<file path="config.mk">
export PLATFORM = sky130hd
export DESIGN_NAME = snake_mode_ctrl
export DESIGN_NICKNAME = d
export VERILOG_FILES = /design/src/rtl/snake_pkg.sv /design/src/rtl/snake_click_tracker.sv /design/src/rtl/snake_mode_ctrl.sv
export SDC_FILE = /design/constraint.sdc
export NUM_CORES = 1
export LEC_CHECK = 0
export BUFFER_PORTS_ARGS = -buffer_cell sky130_fd_sc_hd__buf_4
export CAP_MARGIN = 20
export CORE_UTILIZATION = 40
export CTS_CLUSTER_DIAMETER = 120
export DETAILED_ROUTE_END_ITERATION = 6
export GPL_TIMING_DRIVEN = 0
export SLEW_MARGIN = 20
export SYNTH_ARGS = -nofsm -noshare
export SYNTH_HDL_FRONTEND = slang
export SYNTH_SLANG_ARGS = --single-unit
export TNS_END_PERCENT = 20
</file>
<file path="constraint.sdc">
create_clock -name clk -period 5.2 [get_ports clk]
set_clock_uncertainty 0.1 [all_clocks]
set_input_delay 0.26 -clock clk [delete_from_list [all_inputs] [get_ports clk]]
set_output_delay 0.26 -clock clk [all_outputs]
set_load 0.02 [all_outputs]
</file>
<file path="src/rtl/snake_pkg.sv">
// Shared SnakeWars types: game modes, button ids and on-screen button geometry.
// Pure declarations plus a combinational hit-box helper; no state.
package snake_pkg;

  typedef enum logic [1:0] {
    MENU   = 2'd0,
    ERROR  = 2'd1,
    GAME   = 2'd2,
    ENDSCR = 2'd3
  } game_mode;

  typedef enum logic [2:0] {
    BTN_NONE  = 3'd0,
    BTN_PLAY  = 3'd1,
    BTN_SPEED = 3'd2,
    BTN_COLOR = 3'd3,
    BTN_BACK  = 3'd4
  } btn_id_t;

  // All buttons share one column and one height; only the top edge differs.
  localparam logic [11:0] BUTTONS_X = 12'd412;
  localparam logic [11:0] BUTTONS_W = 12'd200;
  localparam logic [11:0] BUTTONS_H = 12'd60;
  localparam logic [11:0] BUTTON1_Y = 12'd200;
  localparam logic [11:0] BUTTON2_Y = 12'd300;
  localparam logic [11:0] BUTTON3_Y = 12'd400;
  localparam logic [11:0] BUTTONE_Y = 12'd500;

  localparam logic [1:0] SPEED_MIN = 2'd1;
  localparam logic [1:0] SPEED_MAX = 2'd3;

  function automatic logic in_box(input logic [11:0] x, input logic [11:0] y,
                                  input logic [11:0] top);
    return (x >= BUTTONS_X) && (x < BUTTONS_X + BUTTONS_W) &&
           (y >= top) && (y < top + BUTTONS_H);
  endfunction

endpackage

</file>
<file path="src/rtl/snake_click_tracker.sv">
// Mouse-button edge detector and pending-press latch; click_valid is combinational
// in the release cycle, pending press updates one cycle after the press edge.
module snake_click_tracker
  import snake_pkg::*;
(
  input  logic    clk,
  input  logic    rst_n,
  input  logic    mouse_left_i,
  input  btn_id_t hit_i,
  input  logic    clear_i,
  output logic    press_rise_o,
  output logic    click_valid_o,
  output btn_id_t click_id_o
);

  logic    mouse_q;
  btn_id_t pend_q, pend_d;
  logic    release_fall;

  assign press_rise_o  = mouse_left_i & ~mouse_q;
  assign release_fall  = ~mouse_left_i & mouse_q;
  assign click_valid_o = release_fall && (pend_q == hit_i) && (hit_i != BTN_NONE);
  assign click_id_o    = pend_q;

  // A mode change invalidates any press made against the old screen layout.
  always_comb begin
    pend_d = pend_q;
    if (clear_i) begin
      pend_d = BTN_NONE;
    end else if (press_rise_o) begin
      pend_d = hit_i;
    end
  end

  always_ff @(posedge clk or negedge rst_n) begin
    if (!rst_n) begin
      mouse_q <= 1'b0;
      pend_q  <= BTN_NONE;
    end else begin
      mouse_q <= mouse_left_i;
      pend_q  <= pend_d;
    end
  end

endmodule

</file>
<file path="src/rtl/snake_mode_ctrl.sv">
// SnakeWars mode sequencer: button hit-test, click-to-action, timeouts and link watchdog.
// hover lags the cursor by 1 cycle; click actions land 1 cycle after the release cycle.
module snake_mode_ctrl
  import snake_pkg::*;
#(
  parameter int unsigned ERR_TIMEOUT = 195_000_000,
  parameter int unsigned END_LOCK    = 65_000_000,
  parameter int unsigned LINK_LOSS   = 1024,
  parameter int unsigned CNT_W       = 28
) (
  input  logic        clk,
  input  logic        rst_n,
  input  logic [11:0] xpos,
  input  logic [11:0] ypos,
  input  logic        mouse_left,
  input  logic        link_ok,
  input  logic        game_over,
  output game_mode    mode,
  output btn_id_t     hover,
  output logic [1:0]  speed,
  output logic [1:0]  color,
  output logic        game_start
);

  localparam logic [CNT_W-1:0] ERR_LAST  = CNT_W'(ERR_TIMEOUT - 1);
  localparam logic [CNT_W-1:0] END_LIM   = CNT_W'(END_LOCK);
  localparam logic [CNT_W-1:0] LOSS_LAST = CNT_W'(LINK_LOSS - 1);

  game_mode         mode_q, mode_d;
  btn_id_t          hover_q, hit;
  logic [1:0]       speed_q, speed_d;
  logic [1:0]       color_q, color_d;
  logic             game_start_q, game_start_d;
  logic [CNT_W-1:0] cnt_q, cnt_d;
  logic [CNT_W-1:0] loss_q, loss_d;
  logic             mode_chg;
  logic             press_rise, click_valid;
  btn_id_t          click_id;

  always_comb begin
    hit = BTN_NONE;
    unique case (mode_q)
      MENU: begin
        if (in_box(xpos, ypos, BUTTON1_Y))      hit = BTN_PLAY;
        else if (in_box(xpos, ypos, BUTTON2_Y)) hit = BTN_SPEED;
        else if (in_box(xpos, ypos, BUTTON3_Y)) hit = BTN_COLOR;
      end
      ERROR: begin
        if (in_box(xpos, ypos, BUTTONE_Y))      hit = BTN_BACK;
      end
      default: hit = BTN_NONE;
    endcase
  end

  snake_click_tracker u_click (
    .clk           (clk),
    .rst_n         (rst_n),
    .mouse_left_i  (mouse_left),
    .hit_i         (hit),
    .clear_i       (mode_chg),
    .press_rise_o  (press_rise),
    .click_valid_o (click_valid),
    .click_id_o    (click_id)
  );

  always_comb begin
    mode_d  = mode_q;
    speed_d = speed_q;
    color_d = color_q;
    loss_d  = '0;
    unique case (mode_q)
      MENU: begin
        if (click_valid) begin
          unique case (click_id)
            BTN_PLAY:  mode_d  = link_ok ? GAME : ERROR;
            BTN_SPEED: speed_d = (speed_q >= SPEED_MAX) ? SPEED_MIN : speed_q + 2'd1;
            BTN_COLOR: color_d = color_q + 2'd1;
            default:   mode_d  = mode_q;
          endcase
        end
      end
      ERROR: begin
        if ((click_valid && click_id == BTN_BACK) || cnt_q >= ERR_LAST) mode_d = MENU;
      end
      GAME: begin
        // game_over takes precedence over a simultaneous link loss.
        if (game_over)                                 mode_d = ENDSCR;
        else if (!link_ok && loss_q >= LOSS_LAST)      mode_d = ERROR;
        if (!link_ok) loss_d = (loss_q == '1) ? loss_q : loss_q + 1'b1;
      end
      ENDSCR: begin
        if (press_rise && cnt_q >= END_LIM) mode_d = MENU;
      end
      default: mode_d = MENU;
    endcase

    mode_chg     = (mode_d != mode_q);
    cnt_d        = mode_chg ? '0 : ((cnt_q == '1) ? cnt_q : cnt_q + 1'b1);
    if (mode_chg) loss_d = '0;
    game_start_d = (mode_q == MENU) && (mode_d == GAME);
  end

  always_ff @(posedge clk or negedge rst_n) begin
    if (!rst_n) begin
      mode_q       <= MENU;
      hover_q      <= BTN_NONE;
      speed_q      <= SPEED_MIN;
      color_q      <= 2'd0;
      game_start_q <= 1'b0;
      cnt_q        <= '0;
      loss_q       <= '0;
    end else begin
      mode_q       <= mode_d;
      hover_q      <= hit;
      speed_q      <= speed_d;
      color_q      <= color_d;
      game_start_q <= game_start_d;
      cnt_q        <= cnt_d;
      loss_q       <= loss_d;
    end
  end

  assign mode       = mode_q;
  assign hover      = hover_q;
  assign speed      = speed_q;
  assign color      = color_q;
  assign game_start = game_start_q;

endmodule

</file>
[Word-level counts from Yosys, hierarchy flattened]
Index checks and enable logic that the tools add are counted.
Storage, ports and cells
  bits in latches: 0
  memories: 0
  register bits after elaboration: 70
  memory bits (read-only): 0
  memory bits (writable): 0
Cells by class
  add/sub/neg operators: 4
  shift operators: 0
  mux-type cells: 22
  reduce and logical (&&, ||, !) cells: 22
  equality and inequality tests: 14
  multiply operators: 0
  $lt $le $gt $ge: 14
  divide/modulo/power cells: 0
  bitwise gates (word level): 4
Operators with widths (number)
  28-bit two-way mux: 6
  28-bit by 1-bit adder with 28-bit output (second input constant): 2
  28-bit equality test (second input constant): 2
  12-bit by 9-bit greater-or-equal comparator with 1-bit output (second input constant): 4
  12-bit by 9-bit < comparator with 1-bit output (second input constant): 3
  28-bit by 10-bit greater-or-equal comparator with 1-bit output (second input constant): 1
  28-bit by 26-bit greater-or-equal comparator with 1-bit output (second input constant): 1
  28-bit greater-or-equal comparator (second input constant): 1
  12-bit by 10-bit < comparator with 1-bit output (second input constant): 2
  2-bit two-way mux: 11
  1-bit logical AND: 15
  12-bit by 8-bit greater-or-equal comparator with 1-bit output (second input constant): 1
  3-bit two-way mux: 3
  2-bit case mux with 4 select lines: 1
  2-bit equality test (second input constant): 3
  3-bit by 2-bit equality test with 1-bit output (second input constant): 2
  3-bit case mux with 2 select lines: 1
  3-bit AND reduction: 2
  2-bit by 1-bit adder with 2-bit output (second input constant): 2
  4-bit != test (second input constant): 1
  3-bit by 1-bit equality test with 1-bit output (second input constant): 1
  3-bit equality test: 1
  3-bit equality test (second input constant): 1
  3-bit nonzero test: 1
  10 further kinds: 12

[Logic depth before layout (Yosys ltp)]
Gate-level depths: netlist of the first run.
  depth after elaboration: 17
  gate-level depth with buffers: 8
  depth with buffers taken out: 7

[Modules after synthesis]
A second synthesis of the first run with hierarchy kept.
Second synthesis, totals
  cells, all modules: 385
  area, all modules: 3832.4 µm²
By module, submodules not included
  snake_mode_ctrl: cells an instance 363, sequential area each 1652.8 µm², instances 1, area an instance 3634.7 µm²
  snake_click_tracker: cells an instance 22, sequential area each 100.1 µm², instances 1, area an instance 197.7 µm²

[Least setup slack after synthesis of the first run]
OpenSTA, ideal clock, no wires.
  path type: flip-flop to flip-flop
  start: register loss_q[15]
  end: register cnt_q[14]
  arrival time: 2.289 ns
  clock period less this slack: 2.470 ns
  path buffers: 1
  cell stages (with the launch flop): 8
  data required time: 5.020 ns
  path slack: 2.730 ns
  path through: dfrtp_1 > or4_1 > o31a_1 > or4_1 > a31oi_2 > o31ai_2 > buf_6 > nor3_2
Between the ends
  cells in the longest elaborated chain, start to end: 7
  elaborated cells on any way between the ends: 8
  classes of those cells: order compare: 1; eq/ne: 2; mux: 4; reduce/logical: 1
Ends and longest elaborated chain
  from (decl): line snake_mode_ctrl.sv:35  | logic [CNT_W-1:0] loss_q, loss_d;
  from (signal assigned): line snake_mode_ctrl.sv:119  | loss_q <= loss_d;
  28-bit by 10-bit greater-or-equal comparator with 1-bit output (*): line snake_mode_ctrl.sv:88  | else if (!link_ok && loss_q >= LOSS_LAST) mode_d = ERROR;
  1-bit logical AND (*): line snake_mode_ctrl.sv:88
  2-bit two-way mux (*): line snake_mode_ctrl.sv:88
  2-bit two-way mux (*): line snake_mode_ctrl.sv:87  | if (game_over) mode_d = ENDSCR;
  2-bit case mux with 4 select lines (*): line snake_mode_ctrl.sv:71  | unique case (mode_q)
  2-bit != test (*): line snake_mode_ctrl.sv:97  | mode_chg = (mode_d != mode_q);
  2-bit != test (no line) or 28-bit two-way mux (tied branches)
  to (signal assigned): line snake_mode_ctrl.sv:118  | cnt_q <= cnt_d;
  to (decl): line snake_mode_ctrl.sv:34  | logic [CNT_W-1:0] cnt_q, cnt_d;
Mark *: on every way between the ends. The rest lies on a longest branch, timed or not.
A chain may end at the register's enable or synchronous reset.

[Worst setup path in the final report of the first run]
  start: register cnt_q[16]
  end: register cnt_q[25]
Between the ends
  cells in the longest elaborated chain, start to end: 6
  elaborated cells on any way between the ends: 13
  classes of those cells: add/sub: 1; order compare: 2; eq/ne: 3; mux: 5; reduce/logical: 2
Ends and longest elaborated chain (line)
  28-bit by 26-bit greater-or-equal comparator with 1-bit output or 28-bit greater-or-equal comparator (tied branches): snake_mode_ctrl.sv:92, snake_mode_ctrl.sv:83
  1-bit logical AND or 1-bit logical OR (tied branches): snake_mode_ctrl.sv:92, snake_mode_ctrl.sv:83
  2-bit two-way mux (on tied branches): snake_mode_ctrl.sv:92, snake_mode_ctrl.sv:83
  2-bit case mux with 4 select lines: snake_mode_ctrl.sv:71
  2-bit != test: snake_mode_ctrl.sv:97
  2-bit != test (no line) or 28-bit two-way mux (tied branches)
Several ways; a longest one is shown, not always the timed one. The select of a mux whose other input is x is not followed.

==> results.py, run 1 <==
metrics = {
    "status": {
        "status": "completed",
    },
    "finish": {
        "syn_to_final_growth_pct": 17.8,
        "final_layout_size_suffix_gt1_share_pct": 14.2,
        "layout.nets": 492,
        "n_antenna_cell": 0,
        "num-fill-cells": 899,
        "postLayoutCoreUtil_pct": 48.6,
    },
    "yosys": {
        "synth-simple-area-share_pct": 28.7,
        "synth_edf_count": 0,
        "yosys_warnings": 0,
        "ys_ff_latch": 70,
        "synth_cells": 399,
        "async_reset_ff_share_pct": 100,
        "avgSynthCellArea_um2": 9.55,
        "synth_compound_area_share_pct": 12.1,
        "synthDistinctLibCells": 59,
        "yosysMostFrequentCell": "dfrtp_1",
        "synthDominantCellAreaShare_pct": 45.3,
        "synthTopCellsByArea": "dfrtp_1, nor2_1, nand3_1, xor2_1, nand4_1",
        "synth_area_um2": 3810,
        "muxShareOfSynthArea_pct": 1.84,
        "synth_top_family_by_area": "simple AND/OR/NAND/NOR gates",
        "synth_xor_area_share_pct": 6.67,
        "synth_flop_cell": "dfrtp_1",
        "yosysTopAreaCell": "dfrtp_1",
        "ys_seq_area_share_pct": 46.0,
        "synth_commonest_cells": "dfrtp_1, nor2_1, nand3_1",
        "synthAdderAreaFrac_pct": 1.31,
    },
    "timing": {
        "rsz0062_at_grt": "false",
        "final.setup.tns_ps": 0,
        "final-hold-violation-count": 0,
        "period_share_pct": 53.1,
        "setup_viol": 0,
        "post-route-min-period_ps": 2760,
        "relSlewSlack_pct": 41.2,
        "tightest_slew_ps": 881,
        "setup_slack_ps": 2440,
        "maxSlewViolCount": 0,
        "max_freq_ghz": 0.362,
    },
    "critical_path": {
        "critical_path.startpoint_type": "register",
        "worstPathRequired_ps": 5310,
        "path_cells": "and3_1 > buf_2 > nand3_1 > o41ai_1 > a21boi_1 > o31ai_2 > buf_2 > a21oi_1",
        "critPathTopFamily": "compound AO/OA/AOI/OAI gates",
        "max_stage_delay_ps": 600,
        "end_kind": "register",
        "cp_max_fo": 10,
        "cpMostUsedCell": "buf_2",
        "cp_slowest_cell": "o41ai_1",
        "path_class": "reg2reg",
        "cp.buffers_inverters": 2,
        "cp.arrival_ps": 2870,
    },
    "die": {
        "num_rows": 35,
        "die_w_um": 99.6,
        "dieArea_um2": 9920,
        "dieHeight_um": 99.6,
        "start_util_pct": 41.2,
        "core_area_um2": 9240,
        "ios": 39,
    },
    "clocking": {
        "htree_levels": 3,
        "cts_sinks": 70,
        "cts_buffers": 9,
        "cts_tree": "built",
        "post_cts_buffers": 0,
        "clk_pin_slew_worst_paths_ps": 80,
        "clk_latency_ps": 350,
        "clock_path_buffers": 2,
        "clockRootBuffer": "clkbuf_8",
    },
    "pwr": {
        "ir_drop_uv": 136,
        "p_leak_nw": 1.88,
        "power.density_nw_per_um2": 240,
        "power_mw": 1.08,
    },
    "global_routing": {
        "grt_pass1_wl_um": 14800,
        "grt-ovfl-total": 0,
        "grt_start_max_net_pins": 71,
        "track_usage_pct": 19.0,
        "grt_pass1_vias": 3088,
        "antenna_found_initial": 0,
    },
    "drt": {
        "drt_first_pass_iters": 5,
        "ant_nets": 0,
        "via_count": 3215,
        "drc": 0,
        "drtIter0Drc": 111,
        "wl_per_cell_um": 14.4,
        "wl_um": 8530,
        "viasPerCell": 5.42,
    },
    "placement": {
        "post-place-ws_ps": 2430,
        "hpwl_um": 6070,
        "place.port_buffers": 30,
        "place.gp.congestion": 0.826,
    },
    "hold_path": {
        "hold_path.class": "in2reg",
    },
    "flow_run": {
        "maxCapViolCount": 0,
    },
}
-- report_power, final --
part / switching [mW] / leakage [nW] / internal, mW / total [mW]
registers: 0.00823 / 0.916 / 0.554 / 0.562
logic: 0.0359 / 0.859 / 0.0236 / 0.0595
clock network: 0.218 / 0.107 / 0.238 / 0.456
-- sequential cells by signal, indices dropped and copies added, names as in the netlist --
register            count
u_click.mouse_q         1
mode                    2
speed                   2
color                   2
loss_q                 28
game_start              1
u_click.click_id_o      3
cnt_q                  28
hover                   3
-- through the flow --
step	hold WS, ps	std cells	area (um2)
after floorplan	-136	416	3870
after global placement	285	575	4260
after detailed placement	291	575	4260
after CTS	10.8	593	4490
after global routing	17.7	593	4490
final	31.3	593	4490
-- per-layer routing --
metal,vias to the layer above,track usage (%),wire length [um]
li1,1571,-,-
met1,1569,25.2,4170
met5,-,0,0
met2,69,30.7,3960
met3,6,4.78,326
met4,0,5.77,76
-- cells by family (layout without fill, tap and decap cells) --
family,Yosys count,in the layout
simple gates,197,197
flops,70,70
compound gates,61,61
buf+inv,30,78
xor+xnor,29,29
mux,7,7
fa+ha+maj,4,4
other cells,1,18
-- path summary, 6_finish.rpt --
check	cells past startpoint	startpoint	end	slack, ps
min reg2reg	2	speed[0]	speed[0]	380
max in group asynchronous	2	rst_n	cnt_q[25]	3940
min	2	link_ok	loss_q[1]	30
min in group asynchronous	2	rst_n	loss_q[7]	460
max	8	cnt_q[16]	cnt_q[25]	2440
max reg2reg	8	cnt_q[16]	cnt_q[25]	2440
-- cells in the final DEF (no fill, tap or decap), types with 9 or more instances in the layout --
cell and instances:
xor2_1 16, o21ai_0 9, nor3_1 17, inv_1 10, clkbuf_8 10, xnor2_1 13
nand3_1 28, nand2_1 15, clkbuf_1 15, conb_1 18, nand4_1 20, dfrtp_1 69
buf_4 30, nor4_1 11, nor2_1 52, a21oi_1 11
-- layout make-up --
type,instances,area (um2),area share [%]
multi-input combinational,316,2000,44.5
sequential,70,1750,39.1
timing repair buffer,32,245,5.46
tap,129,161,3.60
clock buffer,10,138,3.07
buffer,20,87.6,1.95
clock inverter,6,70.1,1.56
inverter,10,37.5,0.836
-- what timing repair did --
item                                   in CTS  in global routing
hold buffers                                2                  0
endpoints found under the hold margin      70                  0
resized for setup                           0                  0
Note: power is estimated with default switching activity, not from simulation.
==> run 2, diff against run 1 <==
- clock period: 5.2 -> 2.67 ns (I/O delays scaled with it)
==> run 2 against run 1 <==
Die area stayed put. Register-to-register slack worse by 2400 ps. Wire length is 1.7% higher. Highest routed layer unchanged. Combinational power is 110% higher. Utilization is 1.3 points higher. Global-route usage is 0.38 points higher. Largest cell class unchanged. Clock power is 96% higher. Maximum frequency is 6.3% higher. Critical endpoint is now loss_q[5].
==> results.py, run 2 (synthesized netlist as in run 1, its figures left out) <==
metrics = {
    "finish": {
        "layout_commonest_cell": "dfrtp_1",
        "layout.nets": 497,
        "mostFrequentLayoutCells": "dfrtp_1, nor2_1, buf_4",
        "syn_to_final_growth_pct": 21.0,
        "final_layout_size_suffix_gt1_share_pct": 16.2,
        "design_area_um2": 4610,
        "top_regs": "cnt_q x28, loss_q x28",
        "n_antenna_cell": 0,
        "layout.cells.non_filler": 598,
    },
    "pwr": {
        "p_int_mw": 1.59,
        "ir_drop_uv": 264,
        "p_clk_share_pct": 42.4,
        "power.density_nw_per_um2": 458,
        "p_sw_mw": 0.520,
        "p_leak_nw": 1.93,
        "swShare_pct": 24.6,
        "power_frac_seq_pct": 51.8,
        "comb_power_share_pct": 5.8,
        "power_mw": 2.11,
    },
    "placement": {
        "place_inst": 575,
        "place_area_um2": 4260,
        "place.port_buffers": 30,
        "hpwl_um": 6070,
        "place.gp.congestion": 0.826,
    },
    "critical_path": {
        "end_kind": "register",
        "cp_max_fo": 5,
        "cp.arrival_ps": 2770,
        "path_class": "reg2reg",
        "worstReg2RegStart": "loss_q[27]",
        "ff2ff_path_depth": 7,
        "critical_path.startpoint_type": "register",
        "r2r_end": "loss_q[5]",
        "worstPathRequired_ps": 2840,
        "ff2ff_setup_slack_ps": 70,
        "critPathLaunch": "loss_q[27]",
        "endpoint": "loss_q[5]",
    },
    "timing": {
        "rsz0062_at_grt": "true",
        "max_freq_ghz": 0.385,
        "tightest_slew_ps": 884,
        "final.setup.tns_ps": 0,
        "relSlewSlack_pct": 41.1,
        "final-hold-violation-count": 0,
        "maxSlewViolCount": 0,
        "period_share_pct": 97.3,
        "post-route-min-period_ps": 2600,
        "setup_viol": 0,
    },
    "die": {
        "num_rows": 35,
        "dieArea_um2": 9920,
        "start_util_pct": 41.2,
        "ios": 39,
        "die_w_um": 99.6,
        "dieHeight_um": 99.6,
        "core_area_um2": 9240,
    },
    "clocking": {
        "clk_pin_slew_worst_paths_ps": 90,
        "clk_latency_ps": 350,
        "clock_path_buffers": 2,
        "cts_tree": "built",
        "cts_buffers": 9,
        "htree_levels": 3,
        "clockRootBuffer": "clkbuf_8",
        "cts_sinks": 70,
    },
    "drt": {
        "drt_first_pass_iters": 4,
        "viasPerCell": 5.41,
        "drc": 0,
        "ant_nets": 0,
        "via_count": 3236,
        "wl_per_cell_um": 14.5,
        "drtIter0Drc": 124,
        "wl_um": 8680,
    },
    "global_routing": {
        "antenna_found_initial": 0,
        "grt-ovfl-total": 0,
        "grt_start_max_net_pins": 71,
        "grt_pass1_wl_um": 15000,
        "grt_pass1_vias": 3113,
        "track_usage_pct": 19.4,
    },
    "status": {
        "status": "completed",
    },
    "flow_run": {
        "maxCapViolCount": 0,
    },
    "hold_path": {
        "hold_path.class": "in2reg",
    },
}
[run 2: cell types whose count changed in the layout (fill, tap and decap cells not counted), moves of 2 or more]
cell,delta
buf_2,-3
or4_4,+3
buf_4,+6
nor3_4,+2
or4_1,-3
[run 2: layout make-up]
class                      count  area [um2]
multi-input combinational    316        2070
sequential                    70        1750
fill                         889        4630
buffer                        20        95.1
timing repair buffer          37         289
tap                          129         161
inverter                      10        37.5
clock buffer                  10         138
clock inverter                 6        70.1
[run 2: worst min path at each step]
| stage | slack (ps) | startpoint | end | depth (start not counted) |
|---|---|---|---|---|
| floorplan | -260 | rst_n | cnt_q[0] | 0 |
| global placement | 160 | mouse_left | u_click.mouse_q | 1 |
| detailed placement | 160 | mouse_left | u_click.mouse_q | 1 |
| CTS | 20 | ypos[7] | hover[0] | 3 |
| global route | 60 | ypos[7] | hover[0] | 3 |
| finish | 40 | ypos[7] | hover[0] | 3 |
[run 2: through the flow]
stage / setup slack (ps) / utilization [%] / hold slack (ps)
floorplan: 200 / - / -262
global placement: -92.3 / 46.1 / 159
CTS: 26.1 / 49.6 / 24.6
global route: -40.1 / 49.9 / 55.7
finish: 71.8 / 49.9 / 38.9
detailed placement: -97.1 / 46.1 / 164
[run 2: per-layer routing]
metal | track usage (%) | vias to the layer above | part of all wire [%]
met5 | 0 | - | 0
met4 | 5.77 | 0 | 1.1
met3 | 4.78 | 9 | 3.2
met2 | 31.4 | 66 | 47
met1 | 25.8 | 1577 | 49
li1 | - | 1584 | -
[run 2: what timing repair did]
action	in CTS	in global routing
gates cloned	1	0
endpoints found under the hold margin	72	0
buffers inserted	2	1
pin swaps	2	4
hold buffers	3	0
endpoints found under the setup margin	40	41
resized for setup	12	5
[run 2: power by group through the flow]
stage	logic, mW	clock network (mW)	registers [mW]
global route	0.138	0.976	1.10
detailed placement	0.114	0	1.12
finish	0.122	0.896	1.10
global placement	0.111	0	1.12
CTS	0.121	0.918	1.10
floorplan	0.0500	0	1.11
[run 2: critical path, stage by stage (launching register included)]
cell	delay, ps
dfrtp_1	400
or4_4	520
o31a_1	310
or4_4	500
a31oi_4	210
o31ai_4	140
buf_6	170
a211oi_2	150
==> run 3, diff against run 2 <==
- clock period: 2.67 -> 3.2 ns (I/O delays scaled with it)
==> run 3 against run 2 <==
Hold slack gained 25 ps. Utilization down 1.2 points. Sequential share of layout area up 0.95 points. Register-to-register slack gained 370 ps. Count of clock-buffer cells in the layout stayed put. Combinational power fell by 20%. Via count fell by 0.71%. Flip-flop and latch count is the same. Non-clock buffer count fell by 4. Die area is the same. Largest cell class unchanged.
==> results.py, run 3 (synthesized netlist as in run 1, its figures left out) <==
metrics = {
    "status": {
        "status": "completed",
    },
    "finish": {
        "postLayoutCoreUtil_pct": 48.7,
        "mostFrequentLayoutCells": "dfrtp_1, nor2_1, buf_4",
        "final_layout_size_suffix_gt1_share_pct": 14.2,
        "syn_to_final_growth_pct": 18.1,
        "top_regs": "cnt_q x28, loss_q x28",
        "layout_commonest_cell": "dfrtp_1",
        "layout.nets": 493,
        "n_antenna_cell": 0,
    },
    "hold_path": {
        "hp-start": "ypos[7]",
        "hold_depth": 3,
        "holdPathEnd": "hover[0]",
        "hold_path.class": "in2reg",
    },
    "critical_path": {
        "path_class": "reg2reg",
        "r2r_end": "cnt_q[25]",
        "critical_path.startpoint_type": "register",
        "cp_slowest_cell": "o41ai_1",
        "cpMostUsedCell": "buf_2",
        "path_cells": "and3_1 > buf_2 > nand3_1 > o41ai_1 > a21boi_1 > o31ai_2 > buf_2 > a21oi_1",
        "ff2ff_setup_slack_ps": 440,
        "worstReg2RegStart": "cnt_q[16]",
        "max_stage_delay_ps": 600,
        "cp.arrival_ps": 2870,
        "worstPathRequired_ps": 3310,
        "end_kind": "register",
        "cp_max_fo": 10,
        "ff2ff_path_depth": 8,
    },
    "die": {
        "dieArea_um2": 9920,
        "num_rows": 35,
        "ios": 39,
        "start_util_pct": 41.2,
        "core_area_um2": 9240,
        "die_w_um": 99.6,
        "dieHeight_um": 99.6,
    },
    "placement": {
        "place.gp.congestion": 0.826,
        "hpwl_um": 6070,
        "place.port_buffers": 30,
    },
    "global_routing": {
        "grt_pass1_vias": 3091,
        "grt_start_max_net_pins": 71,
        "grt_pass1_wl_um": 14800,
        "track_usage_pct": 19.0,
        "grt-ovfl-total": 0,
        "antenna_found_initial": 0,
    },
    "timing": {
        "relSlewSlack_pct": 41.2,
        "post-route-min-period_ps": 2760,
        "final.setup.tns_ps": 0,
        "rsz0062_at_grt": "false",
        "tightest_slew_ps": 882,
        "maxSlewViolCount": 0,
        "setup_viol": 0,
        "whs_ps": 63.5,
        "final-hold-violation-count": 0,
        "max_freq_ghz": 0.362,
        "period_share_pct": 86.3,
    },
    "drt": {
        "drc": 0,
        "via_count": 3213,
        "wl_um": 8530,
        "drt_first_pass_iters": 4,
        "wl_per_cell_um": 14.4,
        "viasPerCell": 5.41,
        "drtIter0Drc": 146,
        "ant_nets": 0,
    },
    "clocking": {
        "clockRootBuffer": "clkbuf_8",
        "clock_path_buffers": 2,
        "post_cts_buffers": 0,
        "htree_levels": 3,
        "cts_tree": "built",
        "clk_pin_slew_worst_paths_ps": 80,
        "cts_buffers": 9,
        "cts_sinks": 70,
        "clk_latency_ps": 350,
    },
    "pwr": {
        "ir_drop_uv": 220,
        "p_leak_nw": 1.89,
        "power.density_nw_per_um2": 390,
    },
    "flow_run": {
        "maxCapViolCount": 0,
    },
}
[run 3: cell types whose count changed in the layout (fill, tap and decap cells not counted), moves of 2 or more]
cell	delta
buf_2	+3
or4_1	+3
nor3_4	-2
buf_4	-6
or4_4	-3
[run 3: timing repair]
item / 4_1_cts / 5_1_grt
hold buffers: 3 / 0
hold endpoints to repair: 71 / 0
resized for setup: 0 / 0
endpoints found under the setup margin: 0 / 0
[run 3: worst max-delay path: cells and delay by family (launching register included)]
kind	cells	cell delay [ps]
AOI/OAI and AO/OA	4	1340
buffers and inverters	2	480
and+or+nand+nor	2	300
DFF	1	420
[run 3: metal layers]
metal,track usage (%),wire length [um],up-vias,part of all wire (%)
met4,5.77,112,0,1.3
li1,-,-,1573,-
met1,25.3,4150,1566,49
met3,4.78,328,9,3.8
met5,0,0,-,0
met2,30.7,3940,65,46
[run 3: area by class of cell]
class                   instances  area [um2]
multi-input cells             316        2000
clock buffers                  10         138
plain buffers                  20        87.6
clock inverters                 6        70.1
flip-flops and latches         70        1750
fillers                       898        4740
well taps                     129         161
inverters                      10        37.5
repair buffers                 33         255
[run 3: worst max path at each step]
| stage | start | end | slack (ps) | cells after the start |
|---|---|---|---|---|
| after floorplan | loss_q[15] | cnt_q[14] | 730 | 7 |
| after global placement | cnt_q[16] | cnt_q[17] | 440 | 8 |
| after detailed placement | cnt_q[16] | cnt_q[17] | 430 | 8 |
| after CTS | cnt_q[16] | cnt_q[25] | 380 | 8 |
| after global routing | cnt_q[16] | cnt_q[25] | 190 | 8 |
| final | cnt_q[16] | cnt_q[25] | 440 | 8 |
[run 3: power breakdown]
part	switching (mW)	internal [mW]
registers	0.0134	0.900
clock network	0.357	0.386
logic	0.0585	0.0391
[run 3: metrics by stage]
step	setup WS, ps	instance area [um2]	power [mW]	std cells
floorplan	730	3870	0.969	416
global placement	438	4260	1.02	575
detailed placement	433	4260	1.03	575
CTS	384	4500	1.78	594
global route	189	4500	1.84	594
finish	437	4500	1.75	594
